## config.mk

```make
export PLATFORM = sky130hd
export DESIGN_NAME = serial_io_buffer
export DESIGN_NICKNAME = d
export VERILOG_FILES = /design/src/rtl/serial_io_buffer.sv
export SDC_FILE = /design/constraint.sdc
export NUM_CORES = 1
export LEC_CHECK = 0
export CORE_ASPECT_RATIO = 1.2
export CORE_MARGIN = 1
export CORE_UTILIZATION = 51
export CTS_BUF_LIST = sky130_fd_sc_hd__clkbuf_8
export DETAILED_ROUTE_END_ITERATION = 8
export PLACE_DENSITY = 0.71
export REMOVE_ABC_BUFFERS = 1
export SYNTH_ARGS = -nofsm -noshare
export SYNTH_HDL_FRONTEND = slang
export SYNTH_SLANG_ARGS = --single-unit
```

## constraint.sdc

```tcl
create_clock -name clock -period 2.8 [get_ports clock]
set_input_delay 0.42 -clock clock [delete_from_list [all_inputs] [get_ports clock]]
set_output_delay 0.42 -clock clock [all_outputs]
set_load 0.02 [all_outputs]
```

## src/rtl/serial_io_buffer.sv

```systemverilog
// serial_io_buffer
//
// Purpose: byte-wide dual FIFO bridge between the processor serial I/O ports
// and the external host. The RX FIFO carries host bytes to the processor, the
// TX FIFO carries processor stores to the host. Both FIFOs are
// first-word-fall-through: the head byte is visible combinationally and reads
// 8'h00 whenever its FIFO is empty.
//
// Ports:
//   clock            single clock, rising edge
//   reset            synchronous, active-low
//   host_rx_data     byte from host            host_rx_valid   host offers byte
//   host_rx_ready    RX FIFO can accept
//   host_tx_data     TX head byte              host_tx_valid   TX non-empty
//   host_tx_ready    host consumes TX head
//   serial_in        RX head byte              serial_valid_in RX non-empty
//   serial_rden_out  processor consumes RX head
//   serial_out       processor store byte      serial_wren_out store strobe
//   serial_ready_in  TX FIFO can accept
//
// Optional feature (macro SERIAL_IO_STATUS_EN):
//   rx_count, tx_count        registered occupancy, DEPTH_LOG2+1 bits
//   rx_underflow, tx_overflow sticky error flags, cleared only by reset
// Without the macro those ports and the sticky registers do not exist.

module serial_io_buffer #(
  parameter int DEPTH_LOG2 = 4
) (
  input  logic       clock,
  input  logic       reset,
  input  logic [7:0] host_rx_data,
  input  logic       host_rx_valid,
  output logic       host_rx_ready,
  output logic [7:0] host_tx_data,
  output logic       host_tx_valid,
  input  logic       host_tx_ready,
  output logic [7:0] serial_in,
  output logic       serial_valid_in,
  input  logic       serial_rden_out,
  input  logic [7:0] serial_out,
  input  logic       serial_wren_out,
  output logic       serial_ready_in
`ifdef SERIAL_IO_STATUS_EN
  ,
  output logic [DEPTH_LOG2:0] rx_count,
  output logic [DEPTH_LOG2:0] tx_count,
  output logic                rx_underflow,
  output logic                tx_overflow
`endif
);

  localparam int Depth = 1 << DEPTH_LOG2;
  localparam logic [DEPTH_LOG2:0]   FullCount = (DEPTH_LOG2 + 1)'(Depth);
  localparam logic [DEPTH_LOG2:0]   CntOne    = (DEPTH_LOG2 + 1)'(1);
  localparam logic [DEPTH_LOG2-1:0] PtrOne    = DEPTH_LOG2'(1);

  logic [7:0]            rxMem [Depth];
  logic [7:0]            txMem [Depth];
  logic [DEPTH_LOG2-1:0] rxWrPtr, rxRdPtr, txWrPtr, txRdPtr;
  logic [DEPTH_LOG2:0]   rxCount, txCount;
  logic                  rxFull, txFull, rxPush, rxPop, txPush, txPop;

  // Handshakes are gated by reset so that the reset cycle shows both
  // readies and valids low, which also guarantees no push or pop then.
  assign rxFull          = (rxCount == FullCount);
  assign txFull          = (txCount == FullCount);
  assign host_rx_ready   = reset & ~rxFull;
  assign serial_ready_in = reset & ~txFull;
  assign serial_valid_in = reset & (rxCount != '0);
  assign host_tx_valid   = reset & (txCount != '0);

  assign rxPush = host_rx_valid & host_rx_ready;
  assign rxPop  = serial_rden_out & serial_valid_in;
  assign txPush = serial_wren_out & serial_ready_in;
  assign txPop  = host_tx_ready & host_tx_valid;

  assign serial_in    = serial_valid_in ? rxMem[rxRdPtr] : 8'h00;
  assign host_tx_data = host_tx_valid   ? txMem[txRdPtr] : 8'h00;

  // Storage is never cleared; occupancy alone decides what is visible.
  always_ff @(posedge clock) begin
    if (rxPush) rxMem[rxWrPtr] <= host_rx_data;
    if (txPush) txMem[txWrPtr] <= serial_out;
  end

  // RX pointers and occupancy; pointers wrap naturally at their width.
  always_ff @(posedge clock) begin
    if (!reset) begin
      rxWrPtr <= '0;
      rxRdPtr <= '0;
      rxCount <= '0;
    end else begin
      if (rxPush) rxWrPtr <= rxWrPtr + PtrOne;
      if (rxPop)  rxRdPtr <= rxRdPtr + PtrOne;
      if (rxPush && !rxPop)      rxCount <= rxCount + CntOne;
      else if (!rxPush && rxPop) rxCount <= rxCount - CntOne;
    end
  end

  // TX pointers and occupancy, mirror of the RX side.
  always_ff @(posedge clock) begin
    if (!reset) begin
      txWrPtr <= '0;
      txRdPtr <= '0;
      txCount <= '0;
    end else begin
      if (txPush) txWrPtr <= txWrPtr + PtrOne;
      if (txPop)  txRdPtr <= txRdPtr + PtrOne;
      if (txPush && !txPop)      txCount <= txCount + CntOne;
      else if (!txPush && txPop) txCount <= txCount - CntOne;
    end
  end

`ifdef SERIAL_IO_STATUS_EN
  logic rxUnderflow, txOverflow;

  // Sticky error flags: a store into a full TX FIFO or a read of an empty
  // RX FIFO is recorded until the next reset.
  always_ff @(posedge clock) begin
    if (!reset) begin
      rxUnderflow <= 1'b0;
      txOverflow  <= 1'b0;
    end else begin
      if (serial_rden_out && !serial_valid_in) rxUnderflow <= 1'b1;
      if (serial_wren_out && !serial_ready_in) txOverflow  <= 1'b1;
    end
  end

  assign rx_count     = rxCount;
  assign tx_count     = txCount;
  assign rx_underflow = rxUnderflow;
  assign tx_overflow  = txOverflow;
`endif

endmodule

```

Word level (Yosys, flattened, before mapping)

Memory sizes are Yosys's and may differ from the RTL's. A register that Yosys moved wholly into a read port is not among the register bits.
Index checks and enable logic that the tools add are counted.

Add/subtract/negate cells: 8
Eq/ne operators: 2
Multiplexer cells: 14
Bitwise gates (word level): 10
Reduce and logical (&&, ||, !) cells: 12

Operators by type and width:

| kind                                                                | number |
|---|---|
| 5-bit two-way mux                                                   | 4 |
| 4-bit by 1-bit adder with 4-bit output (second input constant)      | 4 |
| 4-bit two-way mux                                                   | 4 |
| 8-bit two-way mux                                                   | 2 |
| 5-bit by 1-bit adder with 5-bit output (second input constant)      | 2 |
| 5-bit == test (second input constant)                               | 2 |
| 5-bit nonzero test                                                  | 2 |
| 5-bit by 1-bit subtractor with 5-bit output (second input constant) | 2 |
| 1-bit AND                                                           | 8 |
| 1-bit logical AND                                                   | 4 |
| 1-bit logical NOT                                                   | 4 |
| 1-bit two-way mux                                                   | 4 |
| 2-bit nonzero test                                                  | 2 |
| 1-bit NOT                                                           | 2 |

Register bits: 26
Bits in writable memories: 256
Bits of input ports: 22
Output and inout port bits: 20
Memories kept: 2

Memory list:

| memory | depth | width | rd ports | clocked after memory_dff | write ports | line | text |
|---|---|---|---|---|---|---|---|
| rxMem  | 16    | 8     | 1        | 1                        | 1           | 57   | `logic [7:0] rxMem [Depth];` |
| txMem  | 16    | 8     | 1        | 1                        | 1           | 58   | `logic [7:0] txMem [Depth];` |

Depth between registers and ports, before layout

Gate-level depths: netlist (run 1).

Word-level depth: 8
Depth in mapped cells: 12
Depth with buffers taken out: 11

Worst setup path after synthesis (run 1)

Ideal clock, no wire load.

Path type: flip-flop to flip-flop
From: register rxCount[0]
To: register rxCount[3]
Arrival: 2.883 ns
Required time: 2.738 ns
Slack: -0.145 ns
Cell stages (with the launch flop): 13
Buffers on the path: 1
Cell sequence: dfxtp_1 -> or4_1 -> buf_2 -> o21ai_2 -> inv_1 -> nand2_1 -> ha_1 -> inv_1 -> ha_1 -> a21o_1 -> a21oi_1 -> or4b_2 -> nand3_1

Elaborated cells between the ends (all ways): 16
Those cells by class: add/sub: 2; eq/ne: 1; mux: 2; bitwise: 5; reduce/logical: 6

RTL lines:

| what                                                           | line | text |
|---|---|---|
| start, declared                                                | 60   | `logic [DEPTH_LOG2:0] rxCount, txCount;` |
| start signal, assigned                                         | 95   | `if (rxPush && !rxPop) rxCount <= rxCount + CntOne;` |
| start signal, assigned                                         | 96   | `else if (!rxPush && rxPop) rxCount <= rxCount - CntOne;` |
| 5-bit nonzero test *                                           | 69   | `assign serial_valid_in = reset & (rxCount != '0);` |
| 1-bit AND *                                                    | 69   |  |
| via serial_valid_in                                            | 38   | `output logic serial_valid_in,` |
| 1-bit AND *                                                    | 73   | `assign rxPop = serial_rden_out & serial_valid_in;` |
| 1-bit logical NOT                                              | 95   |  |
| 1-bit logical AND                                              | 95   |  |
| 5-bit two-way mux / 2-bit nonzero test (equally long branches) | n/a  |  |

The timed path passes the listed nets; every way through them passes the cells marked *. The select of a mux whose other input is x is not followed.
A chain may end at the register's enable or synchronous reset.

==> results, run 1 <==
- The power per cell area is a little under 800 mW/mm2.
- The sequential-to-total area share from yosys stat is 0.697.
- The total CTS buffers is 45.
- Data arrives at the worst endpoint at 2.30 ns.
- The port buffer count is 41.
- The family of cells with the greatest summed delay on the critical path is buffers and inverters.
- After technology mapping, the gate count stands at between 700 and 800.
- Entering global routing, the biggest net connects 30 pins.
- For this design the static power due to leakage is 4.79 nW.
- The full die area is 0.0242 mm2.
- The total wirelength of the detailed-routed design is between 20 and 25 mm.
- In the post-route analysis, the smallest setup slack over all paths is around 0.076 ns.
- The initial utilization of the core area, before any placement, comes to 0.519.
- The final-report setup violation count is 0.
- The clock arrives with 0.0347 ns of skew.
- Max-cap violations in this run came to 0.
- The floorplan step defined a core boundary enclosing 0.0231 mm2.
- The synthesized design spends more area on one cell type than any other, namely edfxtp_1.
- The depth of the CTS H-tree is 2.
- By area the synthesized netlist is led by edfxtp_1 64%, mux4_2 6.8%, dfxtp_1 5.7%, mux2i_1 5.4%, ha_1 1.9%.
- Synthesis inferred slightly below 300 register bits.
- The number of nets at the end of the flow is between 900 and 1k.
- The number of different library cells used by synthesis comes to between 40 and 50.
- The post-place setup slack is -0.0203 ns.
- Counting the fill cells in the layout gives 1680.
- In this run the core area contains 61 standard-cell rows.
- The maximum vdd drop is 0.541 mV.
- Each instance of the synthesized netlist takes up on average roughly 16 um2.
- The worst stage delay on the critical path is 0.40 ns.
- In this run the worst hold path is classified as register to register.
- The share of synthesized area in the top cell type comes to 0.640.
- The maximum count of clock buffers along a single path is 3.
- Dividing the final minimum period by the clock period gives 0.973.
- The critical register-to-register path endpoint is txCount[3].
- The post-route minimum period is 2.72 ns.
- The half-perimeter wire length after placement is about 16 mm.
- The detail route stage leaves a number of antenna-violating nets equal to 0.
- The initial antenna violation count is 1.
- STA classifies the critical path startpoint as a register.
- The reg-to-reg critical path startpoint is txCount[1].
- In the routed design, unresolved DRC markers number 0.
- The first global-routing pass estimated 38.0 mm of wire.
- The fraction of registers with async set or reset after synthesis is 0.
- Static timing analysis puts the maximum clock frequency at approximately 0.37 GHz.
- The routability-driven placement congestion ratio is around 0.85.
- The cell at the root of the clock tree is clkbuf_8.
- The largest fanout on the critical path is 15.
- The required time at the endpoint of the critical path is approximately 2.4 ns.
- In this run, synthesis inferred between 200 and 300 flip-flops with an integrated enable.
- Following the worst setup path forward leads to its endpoint at host_tx_data[6].
- Walking the worst path, the cells encountered are buf_12 > buf_4 > mux4_2 > nand2b_1 > nand4_1 > a21oi_1 > dlygate4sd2_1.
- The latest clock arrival within the worst-skew pair is 0.55 ns.
- In this run the cell area of the synthesized design comes to 0.0120 mm2.
- Once layout is complete, the utilization of the core stands at 0.615.
- The dominant register cell in the synthesized netlist is edfxtp_1.
- The transition time at the pin with the least slew margin is 0.661 ns.
- The number of buffers and inverters on the critical path is 3.
- The total track usage is 0.210.
- The critical path runs through a total of 7 cells.
- TritonCTS built the clock tree.
- Measured along the x axis, the die boundary spans approximately 140 um.
- Of the cells placed in the final design, the portion with a size suffix greater than 1 is 0.232.
- The total power consumption of the routed design is 0.0110 W.
- The tree built by TritonCTS fans out to 290 sinks.
- The routed via count is 6801.
- The register clock-pin slew on the reported worst setup and hold paths is about 0.07 ns.
- The worst pin sits at a relative slew slack of 0.558.
- The number of cells on the worst reg-to-reg path is 11.
- The cell with the largest stage delay on the worst path is dfxtp_4.
- The endpoint type of the worst setup path is a primary output.
- Adding up every negative setup slack in the final design gives 0 ns.
- The total count of max-transition violations in the final report was 0.
- In this run, the number of DRC markers left after iteration 0 of detailed routing was 413.
- In the routed layout, each cell is associated on average with a via count of 5.60.
- For flop-to-flop paths, the worst setup slack is 0.10 ns.
- The Yosys step of the flow raised 0 warnings.
- During I/O placement, the number of pins put on the boundary was 42.
- Summed over all layers, the global routing overflow is 0.
- Dividing the detail-routed wire length by the instance count gives 20.4 um.
- The flow ran to the end, and the final reports show no timing, DRC or antenna violations.
- The critical path is of the register to primary output type.
- The number of global-route vias before repair was roughly 7.1k.
- The count of TritonRoute iterations in the first routing pass is 6.
- The area overhead of the layout relative to synthesis is 18.3%.
- By count the netlist is led by 256 x edfxtp_1, 65 x mux2i_1, 38 x nor2_1.
- The height of the die is 170 um.
- The number of failing hold endpoints at the final stage is 0.
- The post-cts hold buffer count is 0.
- The most used standard cell by instance count after synthesis is edfxtp_1.
==> metal layers <==
| layer | vias up | global-route usage | routed length (um) |
|---|---|---|---|
| met4 | 0 | 0.0940 | 889 |
| li1 | 3120 | - | - |
| met3 | 60 | 0.0377 | 1380 |
| met1 | 3381 | 0.249 | 9540 |
| met5 | - | 0 | 0 |
| met2 | 240 | 0.373 | 12900 |
==> tightest hold or removal path: stages (launching register included) <==
cell     delay, ns
dfxtp_1       0.35
nand4_1       0.10
mux2i_1       0.08
==> cells in the final DEF (no fill, tap or decap), types with 7 or more instances in the layout <==
cell type,n
buf_4,63
nand2b_1,7
xnor2_1,11
dlygate4sd2_1,9
a31oi_1,8
clkbuf_8,54
a21oi_1,16
a22oi_1,12
mux4_2,36
nand4_1,11
edfxtp_1,256
nand3_1,30
nor3_1,10
o21a_1,8
ha_1,17
nor2b_1,21
mux2i_1,65
nor2_1,38
clkdlybuf4s50_1,25
dfxtp_1,25
inv_1,25
nand2_1,34
and2_1,22
==> area by class of cell <==
class	count	area, um2	share of cell area
flip-flops and latches	290	8390	0.591
multi-input cells	401	3430	0.241
repair buffers	113	1010	0.0712
clock buffers	54	743	0.0523
well taps	315	394	0.0277
clock inverters	29	189	0.0133
inverters	12	45.0	0.00317
diodes	1	2.50	0.000176
==> sequential cells by signal, indices dropped and copies added (netlist names), named ones only <==
signal	flops
rxMem	128
txMem	128
rxCount	5
txCount	5
rxRdPtr	4
rxWrPtr	4
txRdPtr	4
txWrPtr	4
==> stage by stage <==
stage	hold WS, ns	cell area (um2)	std cells
detailed placement	0.546	13100	1122
CTS	0.563	14100	1209
finish	0.551	14200	1215
global route	0.590	14200	1215
floorplan	0.502	11800	703
global placement	0.517	13100	1122
==> worst min path at each step <==
stage / cells after the start / to / start / slack (ns)
CTS: 2 / txWrPtr[3] / txWrPtr[0] / 0.56
detailed placement: 2 / txWrPtr[3] / txWrPtr[0] / 0.55
floorplan: 2 / rxCount[3] / rxCount[3] / 0.50
finish: 2 / rxWrPtr[3] / rxWrPtr[1] / 0.55
global placement: 2 / txCount[3] / txCount[3] / 0.52
global route: 2 / rxCount[3] / rxCount[3] / 0.59
==> logic make-up after synthesis <==
kind of cell	count (synthesis)	synth area share
AND/OR/NAND/NOR	193	0.0845
XOR/XNOR	11	0.00802
adder cells (fa/ha/maj)	20	0.0221
flip-flops	290	0.697
buffers and inverters	55	0.0218
multiplexers	103	0.124
AO/OA/AOI/OAI	74	0.0432
==> report_power, final <==
part           total (W)  internal (W)  switching, W
Combinational    0.00234       0.00110       0.00124
Sequential       0.00509       0.00489      0.000199
Clock            0.00356       0.00195       0.00160
==> repair_timing <==
action / 4_1_cts / 5_1_grt
resized for setup: 45 / 14
setup buffers: 4 / 5
endpoints found under the setup margin: 16 / 12
pin swaps: 0 / 1
cloned: 0 / 0
Power figures use the tool's default switching activity.
==> inputs of run 2 (changes only) <==
Settings changed: DONT_BUFFER_PORTS set to 1, PLACE_DENSITY 0.71 to 0.69.
==> results, run 2 (same netlist as run 1, synthesis figures left out) <==
- In this run, placement finished with an instance count of around 1.1k.
- The initial antenna violation count is 0.
- For this run, global-route usage on met1 was measured as 0.251.
- The total area inside the core boundary comes to 0.0231 mm2.
- Setup repair after global routing could not meet its margin everywhere.
- The worst setup path is launched from a register.
- The power per cell area is 767 mW/mm2.
- The worst setup path is captured at a register.
- Entering global routing, the biggest net connects 36 pins.
- The area overhead of the layout relative to synthesis is 13.7%.
- Summed over all cells, the static leakage comes to 4.48 nW.
- The total internal power is 0.00750 W.
- Registers take about 0.0084 mm2.
- The proportion of power drawn by combinational gates is 0.209.
- In this run the tightest slew margin relative to its limit is 0.361.
- The period utilization is 0.971.
- The part of the total power dissipated in sequential elements is 0.483.
- The cell at the root of the clock tree is clkbuf_8.
- The number of antenna diodes in the final layout is 0.
- The number of remaining DRC errors is 0.
- The global-route wire length before repair is 37.9 mm.
- The post-route minimum period is approximately 2.7 ns.
- The register clock-pin slew on the reported worst setup and hold paths is 0.06 ns.
- The clock network power share is 0.307.
- TritonCTS built the clock tree.
- The number of nets at the end of the flow is between 800 and 900.
- After routing the design area is 0.0137 mm2.
- The number of cells on the worst reg-to-reg path is 11.
- In this run the worst hold path is classified as input port to register.
- The layout has 1724 filler cells.
- The leftover overflow at the end of global routing is 0.
- The fmax is around 0.37 GHz.
- Detailed routing inserted a total of approximately 6.6k vias.
- STA puts the critical path data arrival time at 3.20 ns.
- The multi-input combinational cells in the finished layout cover a total of 0.00341 mm2.
- The depth of the CTS H-tree is 2.
- The flow ran to the end, and the final reports show no timing, DRC or antenna violations.
- The total count of max-transition violations in the final report is 0.
- The most common library cell in the layout ignoring fill and taps is edfxtp_1.
- Dividing the detail-routed via count by the number of cells gives 5.70.
- The summed negative setup slack over all endpoints is 0 ns.
- The initial core utilization is 0.519.
- Once layout is complete, the utilization of the core stands at 0.590.
- For this run, the number of standard cells in the final layout without fillers is 1166.
- The maximum count of clock buffers along a single path is 3.
- The reg-to-reg critical path startpoint is rxCount[1].
- The routability-driven placement congestion ratio is 0.818.
- The count of cells along the worst hold path is 2.
- The site row count is 61.
- The total power consumption of the routed design is 0.0105 W.
- The critical path is of the register to register type.
- The worst hold path terminates at txWrPtr[3].
- For the pin with the worst max-slew slack, the measured transition is 0.954 ns.
- The share of layout cells above drive strength 1 is 0.195.
- In this run, the number of DRC markers left after iteration 0 of detailed routing was around 470.
- The analysis attributes to net switching a power of 0.00297 W.
- The maximum vdd drop is 0.456 mV.
- The number of failing hold endpoints at the final stage is 0.
- Counting the buffers created by CTS gives between 40 and 50.
- Of the total power, the share spent switching nets is 0.284.
- The die width is approximately 140 um.
- The number of global-route vias before repair is 6952.
- The half-perimeter wire length after placement is about 16 mm.
- After detailed routing, the average wire length per cell comes to 21.0 um.
- The instance area after placement is ~0.013 mm2.
- The latest clock arrival within the worst-skew pair is 0.56 ns.
- CTS saw 290 sinks.
- The clock tree skew after final layout is around 0.022 ns.
- The total I/O pin count is 42.
- The die covers 0.0242 mm2.
- The most used routing layer in global routing is met2.
- The critical register-to-register path endpoint is rxCount[3].
- The residual antenna-violating net count after detailed routing is 0.
- For met3 alone, demand over resource in global routing was 0.0355.
- The count of TritonRoute iterations in the first routing pass is 4.
- In this run the most critical hold path is launched from reset.
- Buffers placed on the I/O ports in this run total 0.
- In the layout the commonest cells are 256 x edfxtp_1, 65 x mux2i_1, 47 x buf_4.
- The largest fanout on the critical path is 5.
- Setup violations remaining at the end of the flow were counted as 0.
- The total wirelength of the detailed-routed design is 24.5 mm.
- The setup slack of the worst register-to-register path is 0.08 ns.
- In this run the vertical extent of the chip is 170 um.
- At the worst endpoint, the required time is 3.28 ns.
- For met2 alone, demand over resource in global routing was 0.379.
- In the final layout, the registers with the most flip-flops are rxMem (128), txMem (128).
- In the global route stage, overall resource usage came out at 0.209.
- Max-cap violations in this run came to 0.
==> run 2: cell types whose count changed in the layout (fill, tap and decap cells not counted), moves of 4 or more <==
cell             previous run  this run
clkdlybuf4s50_1            25         0
dlygate4sd3_1               0        19
buf_4                      63        47
clkbuf_8                   54        44
dlygate4sd2_1               9         0
clkinv_1                    4        10
buf_12                      6         2
clkinv_2                    6         2
==> run 2: how the worst max path moves through the flow <==
stage / end / slack [ns] / startpoint
floorplan: rxCount[3] / -0.17 / rxCount[0]
global placement: rxCount[3] / 0.15 / rxCount[1]
detailed placement: rxCount[4] / -0.005 / rxCount[1]
CTS: host_tx_data[6] / 0.002 / register
global route: txCount[3] / -0.006 / txCount[1]
finish: rxCount[3] / 0.08 / rxCount[1]
==> run 2: per-stage QoR <==
stage	hold slack [ns]	setup WS, ns
2_1_floorplan	0.502	-0.173
3_3_place_gp	0.514	0.146
3_5_place_dp	0.519	-0.00543
4_1_cts	0.00207	0.00237
5_1_grt	0.00676	-0.00595
6_report	0.0208	0.0810
==> run 2: critical path, stage by stage (launching register included) <==
cell and delay, ns:
dfxtp_2 0.35, or4_4 0.52, buf_4 0.17, o211ai_2 0.16, inv_1 0.07, ha_1 0.23, inv_2 0.11, ha_1 0.13
a21o_1 0.12, a21oi_1 0.08, or4b_2 0.62, nand3_1 0.09
==> run 2: per-layer routing <==
| layer | up-vias | routed length, um |
|---|---|---|
| met5 | - | 0 |
| met4 | 0 | 503 |
| met3 | 41 | 1260 |
| met2 | 193 | 13100 |
| met1 | 3383 | 9580 |
| li1 | 3028 | - |
==> run 2: repair_timing <==
| action | CTS | global route |
|---|---|---|
| setup buffers | 0 | 3 |
| resized for setup | 8 | 12 |
| endpoints found under the setup margin | 11 | 18 |
| hold endpoints to repair | 267 | 0 |
| hold buffers | 19 | 0 |
==> run 2: power by group through the flow <==
stage | combinational [W] | clock [W] | sequential [W]
2_1_floorplan | 0.00130 | 0 | 0.00522
3_3_place_gp | 0.00199 | 0 | 0.00512
3_5_place_dp | 0.00208 | 0 | 0.00514
4_1_cts | 0.00217 | 0.00328 | 0.00505
5_1_grt | 0.00238 | 0.00348 | 0.00508
6_report | 0.00219 | 0.00322 | 0.00506
==> run 2: final cells by class <==
| type | count | area share |
|---|---|---|
| flip-flops and latches | 290 | 0.614 |
| multi-input cells | 401 | 0.250 |
| repair buffers | 70 | 0.0449 |
| clock buffers | 44 | 0.0443 |
| well taps | 315 | 0.0289 |
| clock inverters | 34 | 0.0148 |
| inverters | 12 | 0.00330 |
==> inputs of run 3 (changes only) <==
Settings changed: CORE_UTILIZATION 51 to 40, PLACE_DENSITY 0.69 to not set.
==> results, run 3 (same netlist as run 1, synthesis figures left out) <==
- Among cell families on the critical path, the largest total delay comes from simple AND/OR/NAND/NOR gates.
- The arrival time at the worst endpoint is between 2 and 2.5 ns.
- The first detailed-routing pass ran for 7 iterations.
- 42 I/O pins were placed.
- The worst-case IR drop observed on VDD is 0.468 mV.
- Relative to the synthesized area, the layout overhead comes to 15.4%.
- The number of clock buffers added by TritonCTS is between 40 and 50.
- The port buffer count is 0.
- The worst slew margin relative to its limit is 0.148.
- The total stage count of the critical path is 6.
- The final layout contains 866 nets.
- After detailed placement, the design holds a cell count of 1138.
- The leakage power is between 4 and 5 nW.
- The full die area is 0.0307 mm2.
- At the worst endpoint, the required time is approximately 2.4 ns.
- The worst setup path is launched from a register.
- In the routed layout, each cell is associated on average with a via count of about 5.3.
- The final-report setup violation count is 0.
- The cell with the largest stage delay on the worst path is or4_4.
- The CTS tree is built.
- The cell at the root of the clock tree is clkbuf_8.
- STA classifies the critical path endpoint as a primary output.
- The average wire length per cell after detail routing is 20.5 um.
- The initial utilization of the core area, before any placement, comes to 0.406.
- The detailed router placed 6671 vias in this run.
- The critical path starts at rxCount[1].
- In the final layout, the share of cells above drive strength 1 is 0.210.
- Walking the worst path, the cells encountered are or4_4 > o21ai_4 > buf_4 > buf_4 > a31oi_1 > o21a_1.
- The critical path in this run is classified as register to primary output.
- The largest registers in the layout are rxMem (128), txMem (128).
- In this design, the critical path's most frequently occurring cell is buf_4.
- The number of cells on the worst reg-to-reg path is 11.
- The worst path buffer plus inverter count is 2.
- In this run the vertical extent of the chip is about 190 um.
- The summed negative setup slack over all endpoints is 0 ns.
- The setup check on the worst reg-to-reg path leaves a slack of between 0.1 and 0.15 ns.
- The largest net degree at the start of global routing is 31.
- The register clock-pin slew on the reported worst setup and hold paths is 0.07 ns.
- The total core area is 0.0296 mm2.
- The path category of the worst min-delay check is input port to register.
- The top cell types in the final layout, fill and taps aside, are 256 x edfxtp_1, 65 x mux2i_1, 51 x clkbuf_8.
- The largest single stage delay on the critical path is 0.57 ns.
- In the global route stage, overall resource usage came out at 0.170.
- The die width is 160 um.
- For the finished layout, the period the worst path requires is 2.70 ns.
- The critical register-to-register path endpoint is txCount[3].
- The max capacitance violation total is 0.
- The depth of the CTS H-tree is 2.
- The number of remaining DRC errors is 0.
- After detailed routing, the total wire length is 25.7 mm.
- The last element of the critical path is serial_in[7].
- The period utilization is 0.965.
- Timing would allow up to 0.370 GHz.
- The filler cell count is 2525.
- The clock tree skew after final layout is 0.0541 ns.
- The count of clock tree sinks is 290.
- In this run the critical register-to-register path is launched from txCount[1].
- The leftover overflow at the end of global routing is 0.
- The detailed router finished its first iteration with 437 violations.
- The initial antenna violation count is 1.
- The clock reaches the later pin of the worst-skew pair after 0.56 ns.
- In the final layout, flip-flops and latches occupy 0.00839 mm2.
- The half-perimeter wire length after placement is 16.0 mm.
- The run finished with clean final reports.
- The routability-driven placement congestion ratio is slightly below 0.8.
- In this run the core area contains 69 standard-cell rows.
- The maximum count of clock buffers along a single path is 3.
- The transition time at the pin with the least slew margin is 1.27 ns.
- The most common library cell in the layout ignoring fill and taps is edfxtp_1.
- The first global-routing pass estimated 39.5 mm of wire.
- The number of failing hold endpoints at the final stage is 0.
- Leaving out filler cells and counting taps, the final layout contains 1251.
- The number of global-route vias before repair is 7017.
- Setup repair after global routing left no endpoint under its margin.
- The final design utilization is 0.468.
- The power per cell area is between 700 and 800 mW/mm2.
- The residual antenna-violating net count after detailed routing is 0.
- The total count of max-transition violations in the final report is 0.
- Summing all multi-input logic gate instances after layout gives approximately 0.0034 mm2.
- The largest fanout on the critical path is 8.
-- run 3: area by class of cell --
| type | count | area share |
|---|---|---|
| sequential | 290 | 0.605 |
| multi-input combinational | 401 | 0.247 |
| clock buffer | 51 | 0.0506 |
| timing repair buffer | 73 | 0.0457 |
| tap | 390 | 0.0352 |
| clock inverter | 33 | 0.0124 |
| inverter | 12 | 0.00370 |
| antenna | 1 | 0.000181 |
-- run 3: how the worst min path moves through the flow --
stage                  start      endpoint  slack (ns)  depth (start not counted)
5_1_grt                reset    txCount[1]        0.02                          1
3_5_place_dp   serial_out[4]  txMem[13][4]        0.52                          0
2_1_floorplan     rxCount[3]    rxCount[3]        0.50                          2
6_report               reset    rxWrPtr[3]        0.05                          2
3_3_place_gp      rxCount[3]    rxCount[3]        0.51                          2
4_1_cts                reset    rxWrPtr[3]       0.004                          2
-- run 3: routing by layer --
| layer | vias up | wire, um | track usage | share of wire |
|---|---|---|---|---|
| li1 | 3044 | - | - | - |
| met5 | - | 0 | 0 | 0 |
| met2 | 199 | 13700 | 0.315 | 0.53 |
| met3 | 61 | 1260 | 0.0309 | 0.049 |
| met4 | 0 | 781 | 0.0648 | 0.030 |
| met1 | 3367 | 9930 | 0.195 | 0.39 |
-- run 3: stage by stage --
| step | hold slack [ns] | instance area [um2] | setup WS (ns) | power (W) |
|---|---|---|---|---|
| 2_1_floorplan | 0.502 | 11800 | -0.173 | 0.00651 |
| 3_3_place_gp | 0.511 | 12600 | 0.132 | 0.00713 |
| 3_5_place_dp | 0.520 | 12600 | -0.0636 | 0.00723 |
| 4_1_cts | 0.00367 | 13700 | 0.00706 | 0.0107 |
| 5_1_grt | 0.0159 | 13900 | 0.000231 | 0.0112 |
| 6_report | 0.0539 | 13900 | 0.0986 | 0.0107 |
-- run 3: timing repair --
item / 4_1_cts / 5_1_grt
setup buffers: 2 / 8
setup endpoints to repair: 13 / 10
hold buffers: 18 / 0
gates resized for setup: 8 / 15
hold endpoints to repair: 275 / 0
pin swaps: 0 / 4
cloned: 0 / 0
-- run 3: where the power goes --
| part | switching (W) | leakage (nW) | internal, W |
|---|---|---|---|
| sequential | 0.000164 | 2.59 | 0.00488 |
| combinational | 0.00129 | 1.43 | 0.00101 |
| clock | 0.00161 | 0.507 | 0.00177 |
| total | 0.00307 | 4.53 | 0.00767 |
